===== config.mk =====
export PLATFORM = sky130hd
export DESIGN_NAME = alarm_trigger
export DESIGN_NICKNAME = d
export VERILOG_FILES = /design/src/rtl/safebox_pkg.sv /design/src/rtl/hold_timer.sv /design/src/rtl/alarm_trigger.sv
export SDC_FILE = /design/constraint.sdc
export NUM_CORES = 1
export LEC_CHECK = 0
export CORE_MARGIN = 2
export CORE_UTILIZATION = 55
export CTS_CLUSTER_SIZE = 20
export DETAILED_ROUTE_END_ITERATION = 16
export HOLD_SLACK_MARGIN = 0.15
export PLACE_DENSITY = 0.75
export SLEW_MARGIN = 5
export SYNTH_ARGS = -nofsm -noshare
export SYNTH_HDL_FRONTEND = slang
export SYNTH_SLANG_ARGS = --single-unit

===== constraint.sdc =====
create_clock -name clk -period 5.6 [get_ports clk]
set_input_delay 1.4 -clock clk [delete_from_list [all_inputs] [get_ports clk]]
set_output_delay 1.4 -clock clk [all_outputs]
set_load 0.1 [all_outputs]

===== src/rtl/safebox_pkg.sv =====
// safebox_pkg
// Shared definitions for the safe box policy blocks.
//   CODE_W      - width of a submitted code (used by the code comparator)
//   state_t     - alarm_trigger state encoding (IDLE / OPEN / ALARM)
//   timer_width - bits needed for a down-counter holding values 0..max(a,b)-1
package safebox_pkg;

    localparam int CODE_W = 4;

    typedef enum logic [1:0] {
        ST_IDLE  = 2'd0,
        ST_OPEN  = 2'd1,
        ST_ALARM = 2'd2
    } state_t;

    // The timer is loaded with (hold - 1), so clog2 of the larger hold
    // is enough; a hold of 1 still needs one bit.
    function automatic int timer_width(input int a, input int b);
        int m;
        m = (a > b) ? a : b;
        return (m <= 1) ? 1 : $clog2(m);
    endfunction

endpackage


===== src/rtl/hold_timer.sv =====
// hold_timer
// Loadable down-counter shared by the OPEN and ALARM holds. Counts down
// by one per cycle and rests at zero.
//   clk        in   system clock
//   rst        in   asynchronous active-high reset (clears the count)
//   load       in   load load_value this cycle (wins over counting)
//   load_value in   W  value to load
//   value      out  W  current count
//   zero       out  count is zero
module hold_timer #(
    parameter int W = 1
) (
    input  logic         clk,
    input  logic         rst,
    input  logic         load,
    input  logic [W-1:0] load_value,
    output logic [W-1:0] value,
    output logic         zero
);

    always_ff @(posedge clk or posedge rst) begin
        if (rst) begin
            value <= '0;
        end else if (load) begin
            value <= load_value;
        end else if (value != '0) begin
            value <= value - W'(1);
        end
    end

    assign zero = (value == '0);

endmodule


===== src/rtl/alarm_trigger.sv =====
// alarm_trigger
// Safe box policy engine: counts consecutive wrong code entries, grants a
// timed unlock on a correct entry and raises a level alarm after
// MAX_FAILS wrong entries in a row.
// Optional feature macro: ALARM_AUTO_CLEAR_EN - when defined, the alarm
// clears itself after ALARM_CYCLES cycles; otherwise it persists until a
// correct entry or reset.
//   clk      in   system clock
//   rst      in   asynchronous active-high reset
//   check    in   one-cycle strobe: a code submission completes
//   match    in   qualifies check: the submitted code is correct
//   close    in   user relocks the box (OPEN only)
//   unlocked out  high while OPEN
//   alarm    out  high while ALARM
//   fail_cnt out  4  consecutive wrong entries, saturates at MAX_FAILS
module alarm_trigger
    import safebox_pkg::*;
#(
    parameter int MAX_FAILS    = 3,
    parameter int OPEN_CYCLES  = 500000,
    parameter int ALARM_CYCLES = 5000000
) (
    input  logic       clk,
    input  logic       rst,
    input  logic       check,
    input  logic       match,
    input  logic       close,
    output logic       unlocked,
    output logic       alarm,
    output logic [3:0] fail_cnt
);

    localparam int TW = timer_width(OPEN_CYCLES, ALARM_CYCLES);
    localparam logic [TW-1:0] OPEN_LOAD = TW'(OPEN_CYCLES - 1);
`ifdef ALARM_AUTO_CLEAR_EN
    localparam logic [TW-1:0] ALARM_LOAD = TW'(ALARM_CYCLES - 1);
`endif

    state_t        state;
    logic          timer_load;
    logic [TW-1:0] timer_load_value;
    logic [TW-1:0] timer_value;
    logic          timer_zero;
    logic          unused_timer_bits;
    logic [3:0]    fail_next;
    logic          fail_limit;

    assign fail_next  = fail_cnt + 4'd1;
    assign fail_limit = (fail_next == 4'(MAX_FAILS));

    // Only the expiry flag drives decisions; the raw count is not needed.
    assign unused_timer_bits = ^timer_value;

    // The timer is loaded on the same edge that enters a timed state.
    always_comb begin
        timer_load       = 1'b0;
        timer_load_value = OPEN_LOAD;
        if (state == ST_IDLE && check) begin
            if (match) begin
                timer_load = 1'b1;
            end
`ifdef ALARM_AUTO_CLEAR_EN
            else if (fail_limit) begin
                timer_load       = 1'b1;
                timer_load_value = ALARM_LOAD;
            end
`endif
        end
    end

    hold_timer #(
        .W (TW)
    ) u_hold_timer (
        .clk        (clk),
        .rst        (rst),
        .load       (timer_load),
        .load_value (timer_load_value),
        .value      (timer_value),
        .zero       (timer_zero)
    );

    always_ff @(posedge clk or posedge rst) begin
        if (rst) begin
            state    <= ST_IDLE;
            unlocked <= 1'b0;
            alarm    <= 1'b0;
            fail_cnt <= 4'd0;
        end else begin
            case (state)
                ST_IDLE: begin
                    if (check) begin
                        if (match) begin
                            state    <= ST_OPEN;
                            unlocked <= 1'b1;
                            fail_cnt <= 4'd0;
                        end else begin
                            fail_cnt <= fail_next;
                            if (fail_limit) begin
                                state <= ST_ALARM;
                                alarm <= 1'b1;
                            end
                        end
                    end
                end
                ST_OPEN: begin
                    // Submissions are ignored while open.
                    if (close || timer_zero) begin
                        state    <= ST_IDLE;
                        unlocked <= 1'b0;
                    end
                end
                ST_ALARM: begin
                    // A correct entry only disarms; a second one opens.
                    if (check && match) begin
                        state    <= ST_IDLE;
                        alarm    <= 1'b0;
                        fail_cnt <= 4'd0;
                    end
`ifdef ALARM_AUTO_CLEAR_EN
                    else if (timer_zero) begin
                        state    <= ST_IDLE;
                        alarm    <= 1'b0;
                        fail_cnt <= 4'd0;
                    end
`endif
                end
                default: begin
                    state    <= ST_IDLE;
                    unlocked <= 1'b0;
                    alarm    <= 1'b0;
                    fail_cnt <= 4'd0;
                end
            endcase
        end
    end

endmodule


==> metrics.cfg, run 1 <==
[clock_tree]
cts_buffers=5
post_cts_resize_count=0
cts-root-buf=clkbuf_4
cts.htree.levels=2
cts_tree=yes
clock_latency_ns=0.34
clockBufferDepth=2
path_clk_slew_ns=0.09
holdBufCountCts=0
clkSinkCount=31
cts_setup_buffers=0

[sta]
max_freq_mhz=295.4
min_period_over_period_pct=60.44
fin_crit_ns=3.385
tns_ns=0
hold_ws_ns=0.5374
setup_slack_ns=2.215
setup_viol=0
slew_viol_final=0
max_slew_margin_pct=35.18
hold_viol=0
rsz0062_at_grt=no
fin_skew_ns=0.01343
tightest_slew_ns=0.9693

[critical_path]
critPathKind=reg -> out
worstPathArrival_ns=1.98
slowest_delay_ns=1.18
cp.required_ns=4.20
cp_cell_sequence=clkdlybuf4s50_1
end_kind=output port
path_max_fanout=8
cp_num_buf_inv=1
crit_slowest_cell=clkdlybuf4s50_1
critPathLaunchType=flip-flop
cp_top_family=buffers and inverters

[power]
power_density_mw_per_mm2=361.0
p_leak_uw=0.0007388
irDropWorstVdd_mv=0.2241

[synth]
synthDistinctLibCells=46
ys.flop_type=dfrtp_1
synthTopCellsByArea=dfrtp_1 45%, nor2_1 4.1%, xor2_1 4.0%, nand2_1 3.7%, a21oi_1 3.5%
netlist.area_leader.share_pct=44.60
synth_edf_count=0
synth_top_area_cell=dfrtp_1
syn_avg_cell_area_um2=9.251
syn-num-nets=196
async_flop_share_pct=100.0
synth_cells=188
yosys_warnings=0
syn_area_mm2=0.001739
yosysSeqAreaShare_pct=44.60
synth-seq-cells=31

[die]
dieArea_mm2=0.003628
fp.dieW_um=60.23
core.rowCount=20
ioPinCount=11
core-area_mm2=0.003028
die_h_um=60.23
start_util_pct=57.44

[grt]
grt_pass1_vias=1443
grt_antenna_before_repair=0
gr-usage-all-layers_pct=25.09
grt_max_degree=32
gr-total-overflow=0
grt_pass1_wl_um=6582

[detailed_routing]
vias=1502
wl_um=3867
drc=0
first_iter_violations=115
antenna_left=0
avgViaCountPerCell=6.131
first_pass_iters=4
wire_per_inst_um=15.78

[cells_and_area]
diodes=0
fillers=268
drive_gt1_share_pct=8.458
design_area_mm2=0.001947
final_nets=208
syn2layout_area_growth_pct=11.94

[run]
maxCapViolCount=0

[placed_design]
placed_area_mm2=0.001878
io_buffers=10
gp_congestion=0.8260
dp_slack_ns=2.576
hpwl_um=2678

[outcome]
status=finished, final reports clean

[worst_hold_path]
min_path_type=reg -> reg

-- sequential cells by signal (all words and copies together), names as in the netlist --
signal and cells:
unlocked 1, alarm 1, fail_cnt 4, state 2
u_hold_timer.value 23
-- per-layer routing --
layer / GRT usage [%] / wire length (um)
met3: 7.359 / 196
met5: 0 / 0
met2: 41.15 / 1893
met1: 29.76 / 1667
met4: 12.38 / 110
-- synthesized netlist by cell type (all sizes together) (4+ instances only) --
cell type,instances
clkbuf,5
or3,6
o21ai,15
a21oi,13
xor2,8
o211ai,4
nor2,19
nor3,9
xnor2,4
nand2,17
nand3,7
a211oi,4
inv,8
dfrtp,31
nor4,5
-- placed cells by master (no fill, tap or decap), types with 2 or more instances in the layout --
cell type	count
a31oi_1	2
o41ai_1	2
or3_1	6
ha_1	3
nor4_1	2
nand2_1	17
nor2_1	19
xor2_1	8
nor3_1	8
a21oi_1	12
o211ai_1	4
nor2b_1	3
o21ai_0	11
buf_4	2
nand3_1	7
dfrtp_1	31
nand4_1	3
inv_1	8
a211oi_1	4
nor4_4	2
xnor2_1	4
clkbuf_8	2
clkdlybuf4s50_1	10
o21ai_1	3
clkbuf_4	5
-- tightest hold or removal path, stage by stage (launching register included) --
cell and delay, ns:
dfrtp_1 0.38, nand2_1 0.05, o21ai_0 0.07
-- stage by stage --
step	total power (uW)	util [%]	std cells
floorplan	486.2	-	188
CTS	705.2	64.30	245
global placement	541.4	62.02	237
finish	702.8	64.30	245
detailed placement	550.8	62.02	237
global route	740.6	64.30	245
-- final cells by class --
type / instances / area [um^2] / area share, %
timing repair buffer: 12 / 115.1 / 5.913
clock buffer: 8 / 68.82 / 3.535
multi-input combinational: 142 / 902.1 / 46.34
tap: 44 / 55.05 / 2.828
sequential: 31 / 775.7 / 39.85
inverter: 8 / 30.03 / 1.542
-- power by group --
group	internal [uW]	switching, uW	leakage (uW)
Sequential	257	45.7	0.000374
Clock	73.8	77.7	0.0000386
Combinational	72.2	176	0.000326
Total	403	300	0.000739
-- kinds of logic after synthesis --
logic type,after synthesis,share of synthesized area [%]
buffers and inverters,15,3.525
adder cells (fa/ha/maj),3,2.159
AND/OR/NAND/NOR,78,25.25
XOR/XNOR,12,6.043
AO/OA/AOI/OAI,48,17.84
flip-flops,31,44.60
multiplexers,1,0.5756
-- path summary, 6_finish.rpt --
kind / start / end / slack (ns) / depth (start not counted)
max: fail_cnt[0] / fail_cnt[0] / 2.22 / 1
min: alarm / alarm / 0.54 / 2
max reg2reg: u_hold_timer.value[0] / state[0] / 3.15 / 7
min reg2reg: alarm / alarm / 0.54 / 2
max in group asynchronous: rst / u_hold_timer.value[18] / 3.87 / 3
min in group asynchronous: rst / u_hold_timer.value[13] / 1.43 / 3
Note: power is estimated with default switching activity, not from simulation.
==> inputs of run 2 (changes only) <==
CORE_UTILIZATION = 52   (was 55)
PLACE_DENSITY = 0.74   (was 0.75)
clock period = 3.1 ns   (was 5.6 ns; I/O delays follow)
==> run 2 against run 1 <==
Design area decreased by 0.77%; cell count stayed put; first-iteration DRC count shrank 52%; non-clock buffer count unchanged; sequential power is 81% higher; critical path type is now reg -> reg; largest cell class unchanged.
==> metrics.cfg, run 2 (synthesis results as in run 1) <==
[outcome]
status=finished, final reports clean

[sta]
max_freq_mhz=421.1
fin_crit_ns=2.374
rsz0062_at_grt=no
setup_viol=0
hold_viol=0
slew_viol_final=0
tightest_slew_ns=0.5479
fin_skew_ns=0.01067
min_period_over_period_pct=76.60
max_slew_margin_pct=63.14
tns_ns=0
setup_slack_ns=0.7255

[power]
power_density_mw_per_mm2=643.5
swShare_pct=42.29
clock_power_share_pct=21.6
p_leak_uw=0.0007468
irDropWorstVdd_mv=0.6729
power_switching_uw=525.7
seqPwrFrac_pct=44.0
intPower_uw=717.5
p_comb_share_pct=34.5

[detailed_routing]
wire_per_inst_um=14.16
antenna_left=0
vias=1404
first_iter_violations=55
wl_um=3468
drc=0
avgViaCountPerCell=5.731
first_pass_iters=4

[clock_tree]
cts_setup_buffers=0
post_cts_resize_count=0
cts.htree.levels=2
clockBufferDepth=2
holdBufCountCts=0
cts_buffers=5
path_clk_slew_ns=0.10
cts_tree=yes
cts-root-buf=clkbuf_4
clkSinkCount=31
clock_latency_ns=0.33

[cells_and_area]
fin_cells=245
largest_reg_flops=23
final_common_cell=dfrtp_1
syn2layout_area_growth_pct=11.08
max_flop_register=u_hold_timer.value
diodes=0
final_core_util_pct=61.76
reg.largest.list=u_hold_timer.value x23, fail_cnt x4, state x2
drive_gt1_share_pct=11.44
final_nets=208
layout_common_cells=31 x dfrtp_1, 19 x nor2_1, 17 x nand2_1

[die]
core.rowCount=20
die_h_um=61.83
core-area_mm2=0.003128
ioPinCount=11
dieArea_mm2=0.003823
fp.dieW_um=61.83
start_util_pct=55.60

[critical_path]
worstPathArrival_ns=2.57
crit_slowest_cell=or4b_1
critPathKind=reg -> reg
end_kind=flip-flop
cp_cell_sequence=inv_1 > ha_1 > or4b_1 > nor4_4 > and2_1 > or3_1 > o21ai_1
cp.required_ns=3.29
path_max_fanout=6
critPathLaunchType=flip-flop
slowest_delay_ns=0.66

[placed_design]
gp_congestion=0.8316
dp_cells=237
io_buffers=10
dp_slack_ns=0.7024
hpwl_um=2487

[grt]
grt_pass1_vias=1280
gr-usage-all-layers_pct=20.95
grt_antenna_before_repair=0
grt_max_degree=32
gr-total-overflow=0
grt_pass1_wl_um=5768

[run]
maxCapViolCount=0

[worst_hold_path]
min_path_type=reg -> reg

run 2: cell count changes in the layout (fill, tap and decap cells not counted):
| cell | previous run | this run |
|---|---|---|
| buf_4 | 2 | 8 |
| clkdlybuf4s50_1 | 10 | 4 |
run 2: layout make-up:
class / count / area (um^2)
clock buffer: 8 / 68.82
fill: 274 / 1196
inverter: 8 / 30.03
multi-input combinational: 142 / 902.1
sequential: 31 / 775.7
tap: 44 / 55.05
timing repair buffer: 12 / 100.1
run 2: stage by stage:
stage	hold WS, ns	total power (uW)	area (um^2)
2_1_floorplan	0.4841	878.2	1739
3_3_place_gp	0.5019	969.1	1863
3_5_place_dp	0.5128	986.2	1863
4_1_cts	0.5374	1258	1932
5_1_grt	0.5566	1315	1932
6_report	0.5298	1243	1932
run 2: metal layers:
metal	wire length [um]	global-route usage (%)	part of all wire (%)
met3	88	5.590	2.5
met4	44	6.383	1.3
met2	1707	37.14	49
met5	0	0	0
met1	1628	24.80	47
run 2: final timing paths:
check | cells past startpoint | endpoint | slack (ns) | startpoint
hold / removal | 2 | alarm | 0.53 | alarm
setup / recovery | 7 | state[0] | 0.73 | u_hold_timer.value[0]
hold reg to reg | 2 | alarm | 0.53 | alarm
min in group asynchronous | 3 | u_hold_timer.value[2] | 0.83 | rst
setup reg to reg | 7 | state[0] | 0.73 | u_hold_timer.value[0]
max in group asynchronous | 3 | u_hold_timer.value[20] | 1.96 | rst
run 2: power by group through the flow:
stage                     Combinational [uW]  Clock, uW  Sequential [uW]
final                                    428        268              547
after global routing                     460        297              558
after CTS                                432        279              547
after detailed placement                 431          0              555
after global placement                   419          0              550
after floorplan                          176          0              702
run 2: critical path: cells and delay by family (launching register included):
kind / cells / cell delay [ns]
AND/OR/NAND/NOR: 4 / 1.50
flip-flops: 1 / 0.39
adder cells (fa/ha/maj): 1 / 0.20
buffers and inverters: 1 / 0.09
AO/OA/AOI/OAI: 1 / 0.05
